## src/rtl/timer_pkg.sv

```systemverilog
// Shared types and constants for the MM:SS countdown timer.
// Holds the FSM states, BCD limits and the four-digit display record.
package timer_pkg;

    typedef enum logic [1:0] {
        ST_IDLE     = 2'd0,
        ST_COUNTING = 2'd1,
        ST_FINISHED = 2'd2
    } state_t;

    localparam logic [3:0] MAX_DIGIT    = 4'd9;
    localparam logic [3:0] MAX_SEC_TENS = 4'd5;

    typedef struct packed {
        logic [3:0] min_tens;
        logic [3:0] min_ones;
        logic [3:0] sec_tens;
        logic [3:0] sec_ones;
    } mmss_t;

    function automatic logic mmss_is_zero(input mmss_t t);
        return (t == '0);
    endfunction

endpackage

```

## src/rtl/mmss_decrement.sv

```systemverilog
// Combinational one-second decrement of an MM:SS value.
// 00:00 passes through unchanged so the count never wraps to 99:59.
module mmss_decrement
    import timer_pkg::*;
(
    input  mmss_t i_time,
    output mmss_t o_time,
    output logic  o_is_zero
);

    assign o_is_zero = mmss_is_zero(i_time);

    // Borrow ripples from seconds ones up through the minutes.
    // Seconds tens above 5 are not normalised; they simply count down.
    always_comb begin
        o_time = i_time;
        if (!o_is_zero) begin
            if (i_time.sec_ones != 4'd0) begin
                o_time.sec_ones = i_time.sec_ones - 4'd1;
            end else if (i_time.sec_tens != 4'd0) begin
                o_time.sec_ones = MAX_DIGIT;
                o_time.sec_tens = i_time.sec_tens - 4'd1;
            end else begin
                o_time.sec_ones = MAX_DIGIT;
                o_time.sec_tens = MAX_SEC_TENS;
                if (i_time.min_ones != 4'd0) begin
                    o_time.min_ones = i_time.min_ones - 4'd1;
                end else begin
                    o_time.min_ones = MAX_DIGIT;
                    o_time.min_tens = i_time.min_tens - 4'd1;
                end
            end
        end
    end

endmodule

```

## src/rtl/timer_countdown.sv

```systemverilog
// Keypad-loaded MM:SS countdown timer with 1 Hz timebase.
// Edge detectors, digit register and control FSM live here.
module timer_countdown
    import timer_pkg::*;
(
    input  logic       clock,
    input  logic       clear,
    input  logic [3:0] dados,
    input  logic       loadn,
    input  logic       pgt_1Hz,
    input  logic       start,
    input  logic       stop,
    output logic [3:0] min_tens,
    output logic [3:0] min_ones,
    output logic [3:0] sec_tens,
    output logic [3:0] sec_ones,
    output logic       zero,
    output logic       running,
    output logic       done
);

    mmss_t  r_digits;
    state_t r_state;
    logic   r_done;
    logic   r_loadn_q;
    logic   r_tick_q;

    mmss_t  w_dec;
    mmss_t  w_shifted;
    logic   w_zero;
    logic   w_load_edge;
    logic   w_tick_edge;
    logic   w_load_ok;
    logic   w_dec_zero;

    mmss_decrement u_dec (
        .i_time    (r_digits),
        .o_time    (w_dec),
        .o_is_zero (w_zero)
    );

    assign w_load_edge = !loadn && r_loadn_q;
    assign w_tick_edge = pgt_1Hz && !r_tick_q;
    assign w_load_ok   = w_load_edge && (dados <= MAX_DIGIT);
    assign w_dec_zero  = mmss_is_zero(w_dec);
    assign w_shifted   = {r_digits.min_ones, r_digits.sec_tens,
                          r_digits.sec_ones, dados};

    // Edge-detect history, digit register and control FSM.
    // Stop outranks both start and a coincident tick.
    always_ff @(posedge clock) begin
        if (clear) begin
            r_digits  <= '0;
            r_state   <= ST_IDLE;
            r_done    <= 1'b0;
            r_loadn_q <= 1'b0;
            r_tick_q  <= 1'b1;
        end else begin
            r_loadn_q <= loadn;
            r_tick_q  <= pgt_1Hz;
            r_done    <= 1'b0;
            unique case (r_state)
                ST_IDLE: begin
                    if (w_load_ok) begin
                        r_digits <= w_shifted;
                    end
                    if (start && !stop && !w_zero) begin
                        r_state <= ST_COUNTING;
                    end
                end
                ST_COUNTING: begin
                    if (stop) begin
                        r_state <= ST_IDLE;
                    end else if (w_tick_edge && !w_zero) begin
                        r_digits <= w_dec;
                        if (w_dec_zero) begin
                            r_state <= ST_FINISHED;
                            r_done  <= 1'b1;
                        end
                    end
                end
                ST_FINISHED: begin
                    if (w_load_ok) begin
                        r_digits <= w_shifted;
                        r_state  <= ST_IDLE;
                    end
                end
                default: r_state <= ST_IDLE;
            endcase
        end
    end

    assign min_tens = r_digits.min_tens;
    assign min_ones = r_digits.min_ones;
    assign sec_tens = r_digits.sec_tens;
    assign sec_ones = r_digits.sec_ones;
    assign zero     = w_zero;
    assign running  = (r_state == ST_COUNTING);
    assign done     = r_done;

endmodule

```

## config.mk

```make
export PLATFORM = sky130hd
export DESIGN_NAME = timer_countdown
export DESIGN_NICKNAME = d
export VERILOG_FILES = /design/src/rtl/timer_pkg.sv /design/src/rtl/mmss_decrement.sv /design/src/rtl/timer_countdown.sv
export SDC_FILE = /design/constraint.sdc
export NUM_CORES = 1
export LEC_CHECK = 0
export CAP_MARGIN = 20
export CORE_MARGIN = 10
export CORE_UTILIZATION = 40
export CTS_CLUSTER_DIAMETER = 120
export DETAILED_ROUTE_END_ITERATION = 16
export REMOVE_ABC_BUFFERS = 1
export SLEW_MARGIN = 25
export SYNTH_ARGS = -nofsm -noshare
export SYNTH_HDL_FRONTEND = slang
export SYNTH_HIERARCHICAL = 1
export SYNTH_SLANG_ARGS = --single-unit
export TNS_END_PERCENT = 5
```

## constraint.sdc

```tcl
create_clock -name clock -period 3 [get_ports clock]
set_clock_uncertainty 0.1 [all_clocks]
set_input_delay 0.9 -clock clock [delete_from_list [all_inputs] [get_ports clock]]
set_output_delay 0.9 -clock clock [all_outputs]
set_load 0.05 [all_outputs]
```

==> metrics.md <==
| Metric | Value |
|---|---|
| Pre-CTS worst setup slack | `~190 ps` |
| Clock share of power | `0.320` |
| Drt first pass iters | `4` |
| Sw Ratio | `0.260` |
| Routed WL | `3850 um` |
| P&R area growth vs syn | `31.7%` |
| Global placement routability congestion | `roughly 0.86` |
| Clk_lat worst skew | `roughly 260 ps` |
| Fin util | `0.539` |
| Yosys cell types | `38` |
| Psw | `between 100 and 150 uW` |
| Syn avg cell area | `slightly below 9 sq um` |
| Commonest non-fill, non-tap cell in the layout | `clkdlybuf4s50_1` |
| IO buf count | `28` |
| Share of layout cells above drive strength 1 | `0.178` |
| R2R cell count | `7` |
| CTS sink cnt | `21` |
| Async SR Flop Fraction | `0` |
| Primary FF master, synth | `dfxtp_1` |
| Worst setup path start | `sec_ones[3]$_SDFFE_PP0P_` |
| Initial antenna violation count | `0` |
| Final worst slack | `~140 ps` |
| Most frequent cells in the layout | `26 x clkdlybuf4s50_1, 25 x nor2_1, 21 x dfxtp_1, 18 x nor2b_1, 17 x mux2i_1` |
| DIE WIDTH | `81.0 um` |
| Max clock buf depth | `2` |
| Starting Density | `0.409` |
| Hold Buf Count CTS | `0` |
| Reg-to-reg slack, setup | `approximately 200 ps` |
| Seq cells post-synth | `21` |
| Slowest CP cell | `or4_4` |
| Pin count of the biggest net entering global routing | `39` |
| GRT Overall Usage | `0.124` |
| Via density | `~5.2` |
| R2r endpoint | `r_state[0]$_SDFFE_PP0P_` |
| Max frequency | `around 0.35 GHz` |
| Largest stage delay, worst path | `590 ps` |
| DRC Markers | `0` |
| Power Total | `roughly 580 uW` |
| Setup crit end kind | `output port` |
| Cell taking the most area after synthesis | `dfxtp_1` |
| Sum of buffers and inverters on the critical path | `1` |
| PD cells | `between 200 and 300 nW/um^2` |
| Part of the power in registers | `0.494` |
| Measured slew at the worst slew-check pin | `approximately 510 ps` |
| Pins Over Slew Limit | `0` |
| Row count | `22` |
| Post-synthesis cell count | `around 170` |
| P_leak | `0.000805 uW` |
| Cell breakdown of the critical path | `or4_4 > or2_4 > nor2_4 > buf_12` |
| Post-layout nets | `between 200 and 250` |
| CP Depth | `4` |
| Die Height | `about 81 um` |
| Ys Warns | `6` |
| Wire length per cell | `between 15 and 20 um` |
| Synth top area share | `0.283` |
| Vias | `1334` |
| Hold Slack | `427 ps` |
| Fill cells | `between 300 and 400` |
| Vias in the first global route | `1386` |
| Tmin final | `approximately 2900 ps` |
| Pint | `roughly 430 uW` |
| Iter 0 DRT Violations | `55` |
| Total grt overflow | `0` |
| Post-DP HPWL | `slightly below 3000 um` |
| Clock slew at reported path FFs | `80 ps` |
| Synthesized cell area | `roughly 1500 sq um` |
| Post-CTS setup buffers | `0` |
| CTS tree | `done` |
| Worst VDD drop | `178 uV` |
| Crit path DAT | `between 1500 and 2000 ps` |
| Sequential-to-total area share from yosys stat | `0.283` |
| Hold Crit Depth | `2` |
| Worst EP required | `2000 ps` |
| Max-cap violations | `0` |
| Antenna viol nets, final | `0` |
| Top cells by area, synth | `dfxtp_1 28%, mux2i_1 11%, mux2_4 10%` |
| Post-synth EDFFs | `0` |
| Gate power share | `0.186` |
| Delay-heaviest family, CP | `simple AND/OR/NAND/NOR gates` |
| Io pins | `29` |
| Outcome | `finished, final reports clean` |
| Clk root buf | `clkbuf_8` |
| Finish-stage setup viols | `0` |
| RSZ-0062 raised after global routing | `no` |
| Top fanout value on the critical path | `7` |
| First-pass GRT wire length | `around 6600 um` |
| Slew margin rel. | `0.657` |
| Crit Reg-Reg Startpoint | `sec_ones[3]$_SDFFE_PP0P_` |
| Hold Crit Class | `register to register` |
| Core area | `3630 sq um` |
| Total die area | `roughly 6600 sq um` |
| H-Tree Depth | `1` |
| Critical path type | `register to output port` |
| CP startpoint kind | `register` |
| Worst setup path endpoint | `zero` |
| Number of diodes | `0` |
| CTS Buf Count | `3` |
| Final Hold Viols | `0` |
| Tcrit/Tclk final | `0.955` |
-- area by class of cell --
cell class / instances / area [sq um] / share of cell area
inverter: 4 / 15.0 / 0.00766
tap: 48 / 60.1 / 0.0307
clock buffer: 4 / 45.0 / 0.0230
sequential: 21 / 420 / 0.215
multi-input combinational: 139 / 1030 / 0.525
timing repair buffer: 40 / 390 / 0.199
-- worst min path at each step --
stage                                 start                       to  slack, ps
floorplan           r_state[1]$_SDFFE_PP0P_  r_state[1]$_SDFFE_PP0P_        380
global placement    r_state[1]$_SDFFE_PP0P_  r_state[1]$_SDFFE_PP0P_        400
detailed placement  r_state[1]$_SDFFE_PP0P_  r_state[1]$_SDFFE_PP0P_        410
CTS                 r_state[1]$_SDFFE_PP0P_  r_state[1]$_SDFFE_PP0P_        420
global route        r_state[1]$_SDFFE_PP0P_  r_state[1]$_SDFFE_PP0P_        460
finish              r_state[1]$_SDFFE_PP0P_  r_state[1]$_SDFFE_PP0P_        430
-- synthesized netlist by cell type, drive strengths merged (2+ instances only) --
master  instances
mux2i          17
ha              2
buf             6
or3             2
nor2           26
o21ai          11
or4             3
nor4            4
nand3           2
nor3            5
nor3b           4
xnor2           3
or2             4
inv             4
dfxtp          21
mux2           17
nand2          11
nor2b          18
nand3b          2
-- per-layer routing --
metal / wire [um] / track usage / share of wire
met1: 1690 / 0.141 / 0.44
met4: 14 / 0.0415 / 0.0036
met3: 212 / 0.0342 / 0.055
met2: 1940 / 0.219 / 0.50
met5: 0 / 0 / 0
-- power by group through the flow --
stage / clock network, uW / registers (uW) / logic (uW)
after global placement: 0 / 291 / 103
after detailed placement: 0 / 291 / 104
after global routing: 201 / 285 / 116
after CTS: 192 / 284 / 105
after floorplan: 0 / 299 / 49.5
final: 184 / 284 / 107
-- logic make-up (layout without fill, tap and decap cells) --
group	after synthesis	count (layout)	share of synthesized area
AND/OR/NAND/NOR	85	85	0.310
multiplexers	34	34	0.268
flip-flops	21	21	0.283
AO/OA/AOI/OAI	15	15	0.0698
buffers and inverters	11	48	0.0353
XOR/XNOR	3	3	0.0177
adder cells (fa/ha/maj)	2	2	0.0168
-- state kept, by name, summed over array words and instances, names as in the netlist --
register	cells
done	1
min_ones	4
min_tens	4
r_loadn_q	1
r_state	2
r_tick_q	1
sec_ones	4
sec_tens	4
-- worst reg2reg max path, cell delays in order, from the launching register on --
cell and delay, ps:
dfxtp_1 370, or4_4 590, or2_4 300, nor3_1 190, mux2_2 390, nor4_2 270, nand4_1 210, o221a_1 270
-- metrics by stage --
stage	instance area [sq um]	instances	TNS, ps
3_5_place_dp	1900	252	0
2_1_floorplan	1450	164	-7960
4_1_cts	1950	256	0
6_report	1960	256	0
3_3_place_gp	1900	252	0
5_1_grt	1960	256	0
-- repair_timing --
item | CTS | global route
gates resized for setup | 1 | 2
setup endpoints to repair | 1 | 2
pin swaps | 0 | 1
(Power assumes the default switching activity.)
==> RTL edit 1 (same flow settings) <==
Register the outputs `zero` and `running`; this adds one clock of latency there. The other outputs are not delayed to match.
--- a/src/rtl/timer_countdown.sv
+++ b/src/rtl/timer_countdown.sv
@@ -96,4 +96,6 @@
     assign sec_ones = r_digits.sec_ones;
-    assign zero     = w_zero;
-    assign running  = (r_state == ST_COUNTING);
+    always_ff @(posedge clock) begin
+        zero    <= w_zero;
+        running <= (r_state == ST_COUNTING);
+    end
     assign done     = r_done;
Function: changed (Yosys sat finds a counterexample within 4 cycles, from zero or initial values).
==> RTL edit 1 against the original RTL <==
- largest cell class unchanged
- total power is 6.6% higher
- utilization is 1.3 points lower
- cell area is 0.89% lower
- synthesized area is 2.7% higher
- global-route usage is 0.62 points lower
- critical endpoint is now min_ones[0]
- non-clock buffer count is 5 lower
- worst setup slack better by 0.14 ns
- critical path depth is 3 higher
- first-iteration DRC count is 22% higher
- clock power is 8% higher
- sequential cell count is 2 higher
- hold slack worse by 0.046 ns
- wire length is 2.2% lower
- highest routed layer unchanged
- count of clock-buffer cells in the layout is 1 lower
==> RTL edit 1: results (changes against the original RTL) <==
metric;value;unit;change
power of the sequential group;0.313;mW;+10%
leakage power summed over all cells;0.787;nW;-2.2%
htree depth;1;;unchanged
slowest stage cell on the critical path;sky130_fd_sc_hd__or4_1;;
biggest fanout along the worst timing path;13;;+6
delay-heaviest family, CP;simple AND/OR/NAND/NOR gates;;
# nets final;218;;-1.4%
average cell area after synthesis;8.83;um^2;+1.5%
xor/xnor cell area share of the yosys netlist;1.72;%;-0.046 points
worst relative slew slack;66.3;%;+0.55 points
worst hold path startpoint;r_state[1];;
total global-route track usage;11.8;%;-0.62 points
Clk Tree Root Cell;sky130_fd_sc_hd__clkbuf_8;;
crit path launch;sec_tens[2];;
source-to-sink clock delay at the later pin of the worst-skew pair;0.27;ns;
register clock-pin slew on the reported worst setup and hold paths;0.09;ns;
most common library cells after synthesis;26 x sky130_fd_sc_hd__nor2_1, 23 x sky130_fd_sc_hd__dfxtp_1, 18 x sky130_fd_sc_hd__nor2b_1;;
proportion of synthesized flip-flops having asynchronous set or reset;0;%;unchanged
maximum number of pins on one net before global-route repair;39;;unchanged
part of the Yosys area used for sequential elements;30.1;%;+1.9 points
placed wire-length estimate;2810;um;-4.7%
internal power of the cells;0.449;mW;+5.4%
adder-cell share of the synthesized area;1.64;%;-0.044 points
mux cell area share after synthesis;26.1;%;-0.70 points
cell count of the worst reg-to-reg path;7;;unchanged
wire length of the first global-routing pass;6340;um;-3.6%
Initial DRT Pass Iterations;4;;unchanged
worst min-delay path endpoint;running;;
Worst VDD drop;0.140;mV;-21%
cells resized by post-CTS repair;0;;-1
gp weighted congestion;0.863;;+0.64%
distinct cell type count of the synthesized netlist;38;;unchanged
post-place setup slack;0.267;ns;+0.0813 ns
worst hold stages;1;;-1
post-detailed-placement cell area;1900;um^2;-0.26%
status;finished clean;;
average routed wire per standard cell;14.9;um;-0.99%
combinational logic power;0.100;mW;-7%
dominant cells by area after synthesis;sky130_fd_sc_hd__dfxtp_1 30%, sky130_fd_sc_hd__mux2i_1 11%, sky130_fd_sc_hd__mux2_4 9.8%;;
diode insertion count for antenna repair;0;;unchanged
overall power consumption;0.613;mW;+6.6%
number of antenna violations at the first check in global routing;0;;unchanged
min Tclk post-route;2.72;ns;-0.144 ns
worst path arrival time;2.79;ns;+0.93 ns
critical path capture point;min_ones[0];;
DRT iter0 DRCs;67;;+22%
fraction of layout cells with a size suffix above 1;14.1;%;-3.6 points
area fraction in compound gates after synthesis;6.80;%;-0.18 points
DR vias;1338;;+0.30%
==> RTL edit 1: cell count changes in the layout (fill, tap and decap cells not counted), sizes merged <==
cell | before | now
clkinv | 0 | 1
clkbuf | 4 | 3
clkdlybuf4s50 | 26 | 28
dfxtp | 21 | 23
buf | 14 | 7
==> RTL edit 1: per-stage QoR <==
step                      hold slack [ns]  cells  utilization [%]
after global placement              0.368    249             51.4
after floorplan                     0.343    166                -
final                               0.381    253             52.6
after global routing                0.417    253             52.6
after CTS                           0.389    253             52.6
after detailed placement            0.368    249             51.4
==> RTL edit 1: final cells by class <==
class                      instances  area (um^2)
sequential                        23          460
timing repair buffer              35          345
clock buffer                       3         41.3
inverter                           4         15.0
fill                             361         1750
multi-input combinational        139         1010
tap                               48         60.1
clock inverter                     1         5.00
==> RTL edit 1: per-layer routing <==
layer	part of all wire (%)	vias up	wire length, um	global-route usage, %
li1	-	664	-	-
met1	46	636	1730	15.1
met2	44	36	1660	18.4
met3	9.4	2	356	3.93
met4	0.34	0	13	3.40
met5	0	-	0	0
==> RTL edit 2 (config.mk and constraints unchanged) <==
Made on the original files. Change the package constant `MAX_DIGIT` from 4'd9 to 4'd6.
--- a/src/rtl/timer_pkg.sv
+++ b/src/rtl/timer_pkg.sv
@@ -10,3 +10,3 @@
 
-    localparam logic [3:0] MAX_DIGIT    = 4'd9;
+    localparam logic [3:0] MAX_DIGIT    = 4'd6;
     localparam logic [3:0] MAX_SEC_TENS = 4'd5;
Formal check against the unedited RTL: not equivalent (Yosys sat finds a counterexample within 4 cycles, from zero or initial values).
==> RTL edit 2 against the original RTL <==
- synthesized area is 10% higher
- wire length rose by 8.7%
- die area up 7.7%
- synthesized cell count rose by 4.1%
- global-route usage fell by 0.92 points
- total power hardly changed
- sequential cell count stayed put
- clock power increased by 5%
- cell area grew 6.9%
- worst setup slack lost 0.024 ns
- largest cell class unchanged
==> RTL edit 2: results (changes against the original RTL) <==
metric;value;unit;change
adder-cell share of the synthesized area;3.05;%;+1.4 points
met2 Track Usage GR;18.3;%;-3.6 points
Worst R2R Setup Slack;0.23;ns;+0.03 ns
vias in the first global route;1451;;+4.7%
cells resized by post-CTS repair;0;;-1
Max Cap Viol;0;;unchanged
reg-to-reg endpoint;sec_tens[1];;
part of the Yosys area used for sequential elements;25.6;%;-2.6 points
worst relative slew slack;64.6;%;-1.1 points
post-route fraction of the period consumed by the critical path;96.3;%;+0.80 points
# nets final;227;;+2.7%
distinct cell type count of the synthesized netlist;43;;+13%
average cell area after synthesis;9.22;um^2;+5.9%
maximum number of pins on one net before global-route repair;25;;-36%
most common library cells after synthesis;22 x sky130_fd_sc_hd__nor2_1, 21 x sky130_fd_sc_hd__dfxtp_1, 19 x sky130_fd_sc_hd__mux2i_1, 19 x sky130_fd_sc_hd__nor2b_1, 10 x sky130_fd_sc_hd__mux2_4;;
leakage power summed over all cells;0.918;nW;+14%
fraction of layout cells with a size suffix above 1;21.7;%;+3.9 points
Layout fillers;384;;+5.5%
setup bufs post-CTS;1;;+1
mux cell area share after synthesis;26.9;%;+0.097 points
met1 wire length;1970;um;+16%
dominant cells by area after synthesis;sky130_fd_sc_hd__dfxtp_1 26%, sky130_fd_sc_hd__mux2i_1 12%, sky130_fd_sc_hd__mux2_4 9.2%;;
worst stage delay on the critical path;0.44;ns;-0.15 ns
power of the sequential group;0.285;mW;about the same
internal power of the cells;0.422;mW;-0.96%
slowest stage cell on the critical path;sky130_fd_sc_hd__or3b_4;;
DRT iter0 DRCs;78;;+42%
fraction of met1 tracks used by global routing;14.9;%;+0.83 points
combinational logic power;0.0978;mW;-9%
status;finished clean;;
detailed route wirelength on metal3;267;um;+26%
placed cell count;257;;+2.0%
worst path arrival time;1.89;ns;+0.03 ns
met2 WL post-DR;1930;um;-0.10%
average routed wire per standard cell;16.0;um;+6.2%
biggest fanout along the worst timing path;6;;-1
post-detailed-placement cell area;2030;um^2;+7.0%
worst hold margin;0.516;ns;+0.0892 ns
wire length of the first global-routing pass;7040;um;+7.1%
xor/xnor cell area share of the yosys netlist;1.60;%;-0.16 points
beginning of the worst register-to-register path;min_tens[0];;
power density over cell area;275;nW/um^2;-6.4%
per-cell via count in the routed design;5.39;;+3.4%
placed wire-length estimate;3190;um;+8.1%
global routing usage on met3;3.13;%;-0.30 points
RTL edit 2: cell count changes in the layout (fill, tap and decap cells not counted), sizes merged, moves of 3 or more:
cell	unedited run	this run
nor2	26	22
nand2	11	2
o21ai	11	6
or3b	0	4
inv	4	8
and3	0	3
or2	4	1
RTL edit 2: worst max-delay path by stage:
stage | start | end | slack (ns) | depth (start not counted)
after detailed placement | min_tens[0] | r_state[1] | 0.20 | 8
after global routing | min_tens[0] | zero | 0.02 | 5
after CTS | min_ones[0] | zero | 0.03 | 5
final | min_tens[0] | zero | 0.11 | 5
after floorplan | sec_ones[1] | min_ones[0] | -0.39 | 7
after global placement | min_ones[0] | zero | 0.28 | 5
RTL edit 2: final cells by class:
type	count	area (um^2)	area share (%)
clock inverters	1	5.00	0.239
clock buffers	3	41.3	1.97
repair buffers	39	395	18.9
inverters	8	30.0	1.43
multi-input cells	140	1140	54.4
flip-flops and latches	21	422	20.1
well taps	50	62.6	2.99
